--- config.mk ---
export PLATFORM = sky130hd
export DESIGN_NAME = multicycle_control
export DESIGN_NICKNAME = d
export VERILOG_FILES = /design/src/rtl/control_pkg.sv /design/src/rtl/alu_decoder.sv /design/src/rtl/multicycle_control.sv
export SDC_FILE = /design/constraint.sdc
export NUM_CORES = 1
export LEC_CHECK = 0
export ABC_CLOCK_PERIOD_IN_PS = 2250
export BUFFER_PORTS_ARGS = -buffer_cell sky130_fd_sc_hd__buf_2
export CAP_MARGIN = 20
export CELL_PAD_IN_SITES_DETAIL_PLACEMENT = 0
export CELL_PAD_IN_SITES_GLOBAL_PLACEMENT = 1
export CORE_MARGIN = 3
export CORE_UTILIZATION = 29
export CTS_BUF_LIST = sky130_fd_sc_hd__clkbuf_16
export DETAILED_ROUTE_END_ITERATION = 16
export PLACE_DENSITY_LB_ADDON = 0.1
export SLEW_MARGIN = 20
export SYNTH_ARGS = -nofsm -noshare
export SYNTH_HDL_FRONTEND = slang
export SYNTH_SLANG_ARGS = --single-unit
--- constraint.sdc ---
create_clock -name clk -period 2.25 [get_ports clk]
set_input_delay 0.1125 -clock clk [delete_from_list [all_inputs] [get_ports clk]]
set_output_delay 0.1125 -clock clk [all_outputs]
set_load 0.01 [all_outputs]
--- src/rtl/control_pkg.sv ---
// control_pkg: constants shared by the multicycle RV32I control unit.
//   state_t     - Moore FSM state codes. state_dbg exposes these codes.
//   OP_*        - major opcodes that the controller recognises.
//   alu_op_t    - request from the FSM to the ALU decoder.
//   IMM_*       - immediate extender selects.
//   ALU_*       - ALU operation codes.
//   SRC*/RES_*  - datapath mux select codes.
package control_pkg;

    typedef enum logic [3:0] {
        S_FETCH    = 4'd0,
        S_DECODE   = 4'd1,
        S_MEMADR   = 4'd2,
        S_MEMREAD  = 4'd3,
        S_MEMWB    = 4'd4,
        S_MEMWRITE = 4'd5,
        S_EXECR    = 4'd6,
        S_ALUWB    = 4'd7,
        S_EXECI    = 4'd8,
        S_JAL      = 4'd9,
        S_BEQ      = 4'd10
    } state_t;

    localparam logic [6:0] OP_LW  = 7'b0000011;
    localparam logic [6:0] OP_SW  = 7'b0100011;
    localparam logic [6:0] OP_R   = 7'b0110011;
    localparam logic [6:0] OP_I   = 7'b0010011;
    localparam logic [6:0] OP_BEQ = 7'b1100011;
    localparam logic [6:0] OP_JAL = 7'b1101111;

    typedef enum logic [1:0] {
        ALU_OP_ADD  = 2'b00,
        ALU_OP_SUB  = 2'b01,
        ALU_OP_FUNC = 2'b10
    } alu_op_t;

    localparam logic [1:0] IMM_I = 2'b00;
    localparam logic [1:0] IMM_S = 2'b01;
    localparam logic [1:0] IMM_B = 2'b10;
    localparam logic [1:0] IMM_J = 2'b11;

    localparam logic [2:0] ALU_ADD = 3'b000;
    localparam logic [2:0] ALU_SUB = 3'b001;
    localparam logic [2:0] ALU_AND = 3'b010;
    localparam logic [2:0] ALU_OR  = 3'b011;
    localparam logic [2:0] ALU_SLT = 3'b101;

    localparam logic [1:0] SRCA_PC    = 2'b00;
    localparam logic [1:0] SRCA_OLDPC = 2'b01;
    localparam logic [1:0] SRCA_RS1   = 2'b10;

    localparam logic [1:0] SRCB_RS2   = 2'b00;
    localparam logic [1:0] SRCB_IMM   = 2'b01;
    localparam logic [1:0] SRCB_FOUR  = 2'b10;

    localparam logic [1:0] RES_ALUOUT    = 2'b00;
    localparam logic [1:0] RES_READDATA  = 2'b01;
    localparam logic [1:0] RES_ALURESULT = 2'b10;

endpackage

--- src/rtl/alu_decoder.sv ---
// alu_decoder: maps the FSM's alu_op request plus instruction fields onto
// the ALU operation code.
//   alu_op      in  2  add / sub / decode from function fields
//   funct3      in  3  instr[14:12]
//   op_b5       in  1  instr[5]; 1 for R-type, 0 for I-type ALU
//   funct7b5    in  1  instr[30]
//   alu_control out 3  ALU operation
module alu_decoder
    import control_pkg::*;
(
    input  alu_op_t    alu_op,
    input  logic [2:0] funct3,
    input  logic       op_b5,
    input  logic       funct7b5,
    output logic [2:0] alu_control
);

    always_comb begin
        alu_control = ALU_ADD;
        case (alu_op)
            ALU_OP_ADD: alu_control = ALU_ADD;
            ALU_OP_SUB: alu_control = ALU_SUB;
            ALU_OP_FUNC: begin
                case (funct3)
                    // instr[30] is part of the immediate for addi, so only
                    // an R-type instruction may select subtract.
                    3'b000:  alu_control = (op_b5 && funct7b5) ? ALU_SUB : ALU_ADD;
                    3'b010:  alu_control = ALU_SLT;
                    3'b110:  alu_control = ALU_OR;
                    3'b111:  alu_control = ALU_AND;
                    default: alu_control = ALU_ADD;
                endcase
            end
            default: alu_control = ALU_ADD;
        endcase
    end

endmodule

--- src/rtl/multicycle_control.sv ---
// multicycle_control: main control FSM of the multicycle RV32I core
// (lw, sw, R-type, I-type ALU, beq, jal).
//   clk, reset            clock; synchronous active-high reset
//   op, funct3, funct7b5  instruction fields from the instruction register
//   zero                  ALU zero flag, used by beq
//   pc_write, ir_write, mem_write, reg_write   write strobes
//   adr_src, result_src, alu_src_a, alu_src_b  datapath mux selects
//   imm_src               immediate extender format, decoded from op only
//   alu_control           ALU operation
//   state_dbg             current state code
module multicycle_control
    import control_pkg::*;
(
    input  logic       clk,
    input  logic       reset,
    input  logic [6:0] op,
    input  logic [2:0] funct3,
    input  logic       funct7b5,
    input  logic       zero,
    output logic       pc_write,
    output logic       adr_src,
    output logic       mem_write,
    output logic       ir_write,
    output logic       reg_write,
    output logic [1:0] result_src,
    output logic [1:0] alu_src_a,
    output logic [1:0] alu_src_b,
    output logic [1:0] imm_src,
    output logic [2:0] alu_control,
    output logic [3:0] state_dbg
);

    state_t  state_q;
    state_t  state_d;
    state_t  out_state;
    alu_op_t alu_op;
    logic    pc_write_raw;
    logic    mem_write_raw;
    logic    ir_write_raw;
    logic    reg_write_raw;

    always_ff @(posedge clk) begin
        if (reset) state_q <= S_FETCH;
        else       state_q <= state_d;
    end

    assign state_dbg = state_q;

    always_comb begin
        state_d = S_FETCH;
        case (state_q)
            S_FETCH: state_d = S_DECODE;
            S_DECODE: begin
                case (op)
                    OP_LW, OP_SW: state_d = S_MEMADR;
                    OP_R:         state_d = S_EXECR;
                    OP_I:         state_d = S_EXECI;
                    OP_JAL:       state_d = S_JAL;
                    OP_BEQ:       state_d = S_BEQ;
                    default:      state_d = S_FETCH;  // unsupported: nop
                endcase
            end
            S_MEMADR:   state_d = (op == OP_LW) ? S_MEMREAD : S_MEMWRITE;
            S_MEMREAD:  state_d = S_MEMWB;
            S_MEMWB:    state_d = S_FETCH;
            S_MEMWRITE: state_d = S_FETCH;
            S_EXECR:    state_d = S_ALUWB;
            S_EXECI:    state_d = S_ALUWB;
            S_JAL:      state_d = S_ALUWB;
            S_ALUWB:    state_d = S_FETCH;
            S_BEQ:      state_d = S_FETCH;
            default:    state_d = S_FETCH;
        endcase
    end

    // While reset is held the datapath sees FETCH selects, so the first
    // cycle after release already presents a valid fetch.
    assign out_state = reset ? S_FETCH : state_q;

    always_comb begin
        pc_write_raw  = 1'b0;
        adr_src       = 1'b0;
        mem_write_raw = 1'b0;
        ir_write_raw  = 1'b0;
        reg_write_raw = 1'b0;
        result_src    = RES_ALUOUT;
        alu_src_a     = SRCA_PC;
        alu_src_b     = SRCB_RS2;
        alu_op        = ALU_OP_ADD;
        case (out_state)
            S_FETCH: begin
                ir_write_raw = 1'b1;
                pc_write_raw = 1'b1;
                alu_src_b    = SRCB_FOUR;
                result_src   = RES_ALURESULT;
            end
            S_DECODE: begin
                // Branch target PC+imm parked in ALUOut for a possible beq.
                alu_src_a = SRCA_OLDPC;
                alu_src_b = SRCB_IMM;
            end
            S_MEMADR: begin
                alu_src_a = SRCA_RS1;
                alu_src_b = SRCB_IMM;
            end
            S_MEMREAD: adr_src = 1'b1;
            S_MEMWB: begin
                result_src    = RES_READDATA;
                reg_write_raw = 1'b1;
            end
            S_MEMWRITE: begin
                adr_src       = 1'b1;
                mem_write_raw = 1'b1;
            end
            S_EXECR: begin
                alu_src_a = SRCA_RS1;
                alu_src_b = SRCB_RS2;
                alu_op    = ALU_OP_FUNC;
            end
            S_EXECI: begin
                alu_src_a = SRCA_RS1;
                alu_src_b = SRCB_IMM;
                alu_op    = ALU_OP_FUNC;
            end
            S_ALUWB: reg_write_raw = 1'b1;
            S_JAL: begin
                // OldPC+4 goes to ALUOut for rd; PC takes the target from
                // ALUOut computed in DECODE.
                alu_src_a    = SRCA_OLDPC;
                alu_src_b    = SRCB_FOUR;
                pc_write_raw = 1'b1;
            end
            S_BEQ: begin
                alu_src_a    = SRCA_RS1;
                alu_src_b    = SRCB_RS2;
                alu_op       = ALU_OP_SUB;
                pc_write_raw = zero;
            end
            default: ;  // illegal codes: everything idle
        endcase
    end

    assign pc_write  = pc_write_raw  & ~reset;
    assign mem_write = mem_write_raw & ~reset;
    assign ir_write  = ir_write_raw  & ~reset;
    assign reg_write = reg_write_raw & ~reset;

    always_comb begin
        imm_src = IMM_I;
        case (op)
            OP_LW, OP_I: imm_src = IMM_I;
            OP_SW:       imm_src = IMM_S;
            OP_BEQ:      imm_src = IMM_B;
            OP_JAL:      imm_src = IMM_J;
            default:     imm_src = IMM_I;
        endcase
    end

    alu_decoder u_alu_decoder (
        .alu_op      (alu_op),
        .funct3      (funct3),
        .op_b5       (op[5]),
        .funct7b5    (funct7b5),
        .alu_control (alu_control)
    );

endmodule

* After elaboration in Yosys (flattened, before gate mapping)
Cells that the tools add are included.
W data, S select, Z words.
** Storage, ports and cells
- Register bits after elaboration :: 4
- Bits of input ports :: 14
- Output and inout bits :: 20
- Logic and storage cells :: 63
** Cells by class
- Equal/unequal tests :: 27
- Muxes and demuxes :: 17
- Bitwise logic cells :: 5
- Reductions and logical operators :: 13
** Operators with widths (number)
- $pmux W4 S5 :: 2
- $eq A4 B3 Y1 const B :: 5
- $eq A4 B4 Y1 const B :: 5
- $eq A4 B2 Y1 const B :: 4
- $pmux W2 S2 :: 4
- $eq A7 B6 Y1 const B :: 2
- $eq A7 B7 Y1 const B :: 2
- $pmux W3 S4 :: 1
- $reduce_or A2 Y1 :: 6
- $eq A4 B1 Y1 const B :: 2
- $logic_not A4 Y1 :: 2
- $eq A7 B2 Y1 const B :: 1
- $eq A7 B5 Y1 const B :: 1
- $eq A3 B3 Y1 const B :: 2
- $pmux W2 S3 :: 1
- $pmux W3 S2 :: 1
- $reduce_or A3 Y1 :: 2
- $mux W1 :: 5
- $and A1 B1 Y1 :: 4
- $mux W4 :: 1
- $reduce_or A4 Y1 :: 1
- $eq A3 B2 Y1 const B :: 1
- $logic_not A3 Y1 :: 1
- $mux W3 :: 1
- 5 further kinds :: 5

* Depth between registers and ports, before layout
Gate-level depths: netlist (run 1).
- Depth in word-level cells :: 6
- Gate-level depth with buffers :: 8
- Gate-level depth less buffers :: 7

* By module
Synthesis (run 1) repeated with hierarchy kept, for this count alone.
** Second synthesis, totals
- Cells, all modules :: 77
- Area total of the unflattened synthesis :: 581.8 µm²
** By module, submodules not included
- multicycle_control :: instances 1, cells each 66, area an instance 485.5 µm²
- alu_decoder :: instances 1, cells each 11, area an instance 96.3 µm²

* Worst setup path after synthesis (run 1)
No wires, ideal clock.
- Kind :: register to output
- Start point :: register state_q[3], in the netlist state_dbg[3]
- End point :: output port alu_control[1]
- Arrival time :: 1561 ps
- Required time :: 2138 ps
- Setup slack :: 577 ps
- Cell stages (with the launch flop) :: 7
- Path buffers :: 1
- Path through :: dfxtp_1 buf_6 nor3b_1 a21oi_1 nor3_1 ha_1 nor3_1
** On the way
- Word-level cells in the longest chain between the ends :: 6
- Elaborated cells between the ends (all ways) :: 9
- Classes of those cells :: 5 x eq/ne; 3 x mux; 1 x reduce/logical
** Ends and longest elaborated chain
- from (decl) :: line multicycle_control.sv:33 : state_t state_q;
- from (signal assigned) :: line multicycle_control.sv:44 : else state_q <= state_d;
- $mux W4 (*) :: line multicycle_control.sv:78 : assign out_state = reset ? S_FETCH : state_q;
- $eq A4 B4 Y1 / $eq A4 B3 Y1 (equally long branches) :: line multicycle_control.sv:90 : case (out_state)
- $reduce_or A2 Y1 (no line)
- $pmux W2 S2 (*) :: line multicycle_control.sv:90
- $eq A2 B2 Y1 / $eq A2 B1 Y1 (equally long branches) :: line alu_decoder.sv:20 : case (alu_op)
- $pmux W3 S2 (*) :: line alu_decoder.sv:20
- to (decl) :: line multicycle_control.sv:29 : output logic [2:0] alu_control,
Every way passes the cells marked *; elsewhere a longest branch is shown, timed or not.

* Final worst setup path (run 1)
- Start point :: register state_q[1], in the netlist state_dbg[1]
- End point :: output port alu_control[1]
The elaborated chain is that of the path after synthesis.

==> flow_summary.toml, run 1 <==
[status]
outcome = "complete, no violations"

[min_path]
whs_path_depth = 2
min_to = "state_dbg[0]$_SDFF_PP0_"
worstHoldStart = "reset"
hold_path.class = "in -> reg"

[synth]
yosys.area.top_type = "dfxtp_1"
synth.most_common_cell = "nor3_1"
ys.flop_type = "dfxtp_1"
yosysTopAreaCellShare_pct = 13.9
synth.area.top_cells = "dfxtp_1 14%, nor3_1 8.7%, a21oi_1 6.1%"
synth-seq-cells = 4
synth_cell_types = 30
synthArstFlopShare_pct = 0
synthesis.nets = 106
seq_area_frac_synth_pct = 13.9
syn_area_um2 = 578
synth_edf_count = 0
yosys_warnings = 0
netlist_instances = 90
syn_area_per_cell_um2 = 6.42
synth_common_cells = "10 x nor3_1, 9 x nor2_1, 7 x a21oi_1, 7 x inv_1, 7 x nand2_1"

[cells_and_area]
nNetsFinal = 141
post-route-cell-area_um2 = 837
syn2layout_area_growth_pct = 44.8
layout.area.seq_um2 = 81.3
drive_above_1_share_pct = 33.3
largest_reg_flops = 4
fillers = 200
antennaDiodeCount = 0
multi_input_area_um2 = 435

[pwr]
powerDensity_mw_per_mm2 = 500
vdd_drop_max_mv = 0.462
p_leak_nw = 0.434

[floorplanning]
rows = 15
die_h_um = 50.6
ios = 34
die_w_um = 50.6
core-area_mm2 = 0.00180
die_area_mm2 = 0.00256
start_util_pct = 32.1

[cts]
cts_tree = "yes"
clkTransAtPathRegs_ps = 30
cts.path.max_buffers = 2
insertion_delay_ps = 220
numCtsBuffers = 3
cts-htree-levels = 1
clock_sinks = 4
cts_root_buffer = "clkbuf_16"

[critical_path]
rr_worst_depth = 4
crit_fanout = 15
crit_path_end_kind = "primary output"
reg2reg_slack_ps = 670
cp-start-kind = "flop"
crit_type = "reg -> out"
r2r_start = "state_dbg[0]$_SDFF_PP0_"
worstSetupStartpoint = "state_dbg[1]$_SDFF_PP0_"
worstPathRequired_ps = 2140
arrival_ps = 1840
reg2reg_to = "state_dbg[1]$_SDFF_PP0_"

[sta]
hold_viol_final = 0
hold_ws_ps = 267
slew_headroom_pct = 65.1
period_needed_ps = 1950
timing.setup.tns_ps = 0
rsz0062_at_grt = "false"
skew_ps = 3.17
worst_pin_slew_ps = 510
max_freq_ghz = 0.512
drv_slew = 0
setup_violations = 0
fin_crit_sh_pct = 86.8

[routing]
drtIter0Drc = 19
first_pass_iters = 4
dr_total_vias = 732
drc = 0
routedWlPerCell_um = 11.5
viasPerCell = 4.95
ant_nets = 0
wl_um = 1710

[global_routing]
grt_util_all_layers_pct = 13.6
grt_pass1_vias = 608
grt_pass1_wl_um = 2700
grt_overflow = 0
grt_max_degree = 16
antenna_found_initial = 0

[placement]
dpl_cell_area_um2 = 761
gp_congestion = 0.755
hpwl_um = 1310
portBuffers = 33

[flow_run]
drv_cap = 0
through the flow:
stage	utilization, %	power (mW)	worst slack [ps]	cells
6_report	46.5	0.418	297	148
5_1_grt	46.5	0.435	70.5	148
4_1_cts	46.4	0.424	123	148
3_5_place_dp	42.2	0.146	369	145
3_3_place_gp	42.2	0.145	400	145
2_1_floorplan	-	0.116	577	90
critical path: stages, from the launching register on:
cell,delay [ps]
dfxtp_2,460
nor2b_1,240
a21oi_1,90
nor3_1,200
ha_1,290
nor3_1,180
buf_2,150
cell families (layout without fill, tap and decap cells):
family                     Yosys count  after routing  synth area share (%)
adders and majority gates            2              2                  4.33
and+or+nand+nor                     47             47                  44.6
DFF                                  4              4                  13.9
xor gates and xnor gates             4              4                  6.06
AOI/OAI and AO/OA                   20             20                  20.3
buffers and inverters               13             46                  10.8
cell type report:
cell class	instances	area share (%)
multi-input cells	73	52.0
repair buffers	36	22.4
flip-flops and latches	4	9.72
inverters	7	3.14
clock buffers	3	8.97
well taps	25	3.74
metal layers:
metal	GRT usage, %	up-vias	part of all wire (%)
met5	0	-	0
li1	-	387	-
met1	18.1	309	47
met4	4.04	0	0.70
met3	4.45	2	9.0
met2	20.7	34	44
placed cells by master (no fill, tap or decap), types with 3 or more instances in the layout:
| cell | n |
|---|---|
| a21oi_1 | 7 |
| and3_1 | 3 |
| buf_2 | 33 |
| buf_4 | 3 |
| clkbuf_16 | 3 |
| dfxtp_1 | 3 |
| inv_1 | 7 |
| nand2_1 | 7 |
| nand2b_1 | 3 |
| nor2_1 | 9 |
| nor2b_1 | 3 |
| nor3_1 | 10 |
| nor3b_1 | 3 |
| nor4_1 | 3 |
| o21ai_0 | 6 |
where the power goes:
part	switching, mW	internal (mW)	total (mW)	leakage, nW
Combinational	0.0362	0.0299	0.0661	0.364
Clock	0.0466	0.227	0.273	0.0370
Sequential	0.00571	0.0733	0.0790	0.0331
Total	0.0884	0.330	0.418	0.434
worst max-delay path by stage:
stage / cells past startpoint / to
final: 6 / alu_control[1]
after global routing: 6 / alu_control[1]
after CTS: 6 / alu_control[1]
after detailed placement: 6 / alu_control[1]
after global placement: 6 / alu_control[1]
after floorplan: 6 / alu_control[1]
what timing repair did:
| item | 4_1_cts | 5_1_grt |
|---|---|---|
| setup buffers | 0 | 0 |
| resized for setup | 0 | 1 |
| endpoints found under the setup margin | 0 | 3 |
| hold buffers | 0 | 0 |
Power figures use the tool's default switching activity.
==> run 2, diff against run 1 <==
Settings changed: CTS_BUF_LIST sky130_fd_sc_hd__clkbuf_16 to not set.
==> flow_summary.toml, run 2 (synthesized netlist as in run 1, its figures left out) <==
[floorplanning]
die_h_um = 50.6
core-area_mm2 = 0.00180
die_area_mm2 = 0.00256
die_w_um = 50.6
start_util_pct = 32.1
rows = 15
ios = 34

[cells_and_area]
nNetsFinal = 141
largest_reg_flops = 4
drive_above_1_share_pct = 33.3
fin_cells = 148
antennaDiodeCount = 0
syn2layout_area_growth_pct = 35.7
post-route-cell-area_um2 = 785
layout_common_cells = "33 x buf_2, 10 x nor3_1, 9 x nor2_1"
layout_commonest_cell = "buf_2"

[pwr]
p_leak_nw = 0.411
powerDensity_mw_per_mm2 = 298
vdd_drop_max_mv = 0.296
power.total_mw = 0.234

[flow_run]
drv_cap = 0

[routing]
routedWlPerCell_um = 11.2
first_pass_iters = 4
wl_um = 1660
dr_total_vias = 720
ant_nets = 0
drtIter0Drc = 14
drc = 0
viasPerCell = 4.86

[sta]
max_freq_ghz = 0.508
hold_viol_final = 0
skew_ps = 3.39
fin_ws_ps = 281
rsz0062_at_grt = "false"
drv_slew = 0
fin_crit_sh_pct = 87.5
worst_pin_slew_ps = 531
slew_headroom_pct = 63.7
timing.setup.tns_ps = 0
period_needed_ps = 1970
setup_violations = 0

[cts]
cts_root_buffer = "clkbuf_4"
cts_tree = "yes"
cts-htree-levels = 1
postCtsSetupRepairBufs = 0
clkTransAtPathRegs_ps = 40
insertion_delay_ps = 240
clock_sinks = 4
numCtsBuffers = 3
cts.path.max_buffers = 2

[global_routing]
grt_util_all_layers_pct = 13.3
grt_pass1_vias = 598
antenna_found_initial = 0
grt_pass1_wl_um = 2680
grt_overflow = 0
grt_max_degree = 16

[placement]
dpl.cell_count = 145
post-place-ws_ps = 369
dpl_cell_area_um2 = 761
gp_congestion = 0.755
portBuffers = 33
hpwl_um = 1310

[status]
outcome = "complete, no violations"

[critical_path]
crit_path_end_kind = "primary output"
worstPathRequired_ps = 2140
crit_fanout = 15
arrival_ps = 1860
cp-start-kind = "flop"
crit_type = "reg -> out"

[min_path]
hold_path.class = "in -> reg"
==> run 2: cell type report <==
cell class	instances	area (µm²)
timing repair buffer	36	188
inverter	7	26.3
fill	208	1020
clock buffer	3	22.5
tap	25	31.3
multi-input combinational	73	435
sequential	4	81.3
==> run 2: layer usage <==
metal	GRT usage, %	routed length [µm]	vias up
li1	-	-	386
met1	18.3	837	308
met2	20.0	709	26
met3	4.45	110	0
met4	2.69	0	0
met5	0	0	-
==> run 2: stage by stage <==
stage / utilization (%) / hold slack (ps)
4_1_cts: 43.5 / 241
2_1_floorplan: - / 276
3_3_place_gp: 42.2 / 476
6_report: 43.5 / 249
5_1_grt: 43.5 / 279
3_5_place_dp: 42.2 / 479
==> run 2: worst paths after layout <==
kind / from / to / slack [ps] / cells past startpoint
max: state_dbg[1]$_SDFF_PP0_ / alu_control[1] / 280 / 6
min: reset / state_dbg[0]$_SDFF_PP0_ / 250 / 2
max reg2reg: state_dbg[0]$_SDFF_PP0_ / state_dbg[1]$_SDFF_PP0_ / 640 / 4
min reg2reg: state_dbg[1]$_SDFF_PP0_ / state_dbg[3]$_SDFF_PP0_ / 600 / 1
==> run 2: repair_timing <==
item                       in CTS  in global routing
resized for setup               0                  1
setup endpoints to repair       0                  3
hold buffers                    0                  0
==> run 2: power breakdown <==
part / total [mW] / switching (mW) / internal, mW
registers: 0.0789 / 0.00583 / 0.0731
clock network: 0.0894 / 0.0297 / 0.0597
logic: 0.0658 / 0.0358 / 0.0299
==> run 2: critical path, cell delays in order (launching register included) <==
cell,delay (ps)
dfxtp_2,460
nor2b_1,240
a21oi_1,90
nor3_1,200
ha_1,290
nor3_1,180
buf_2,150
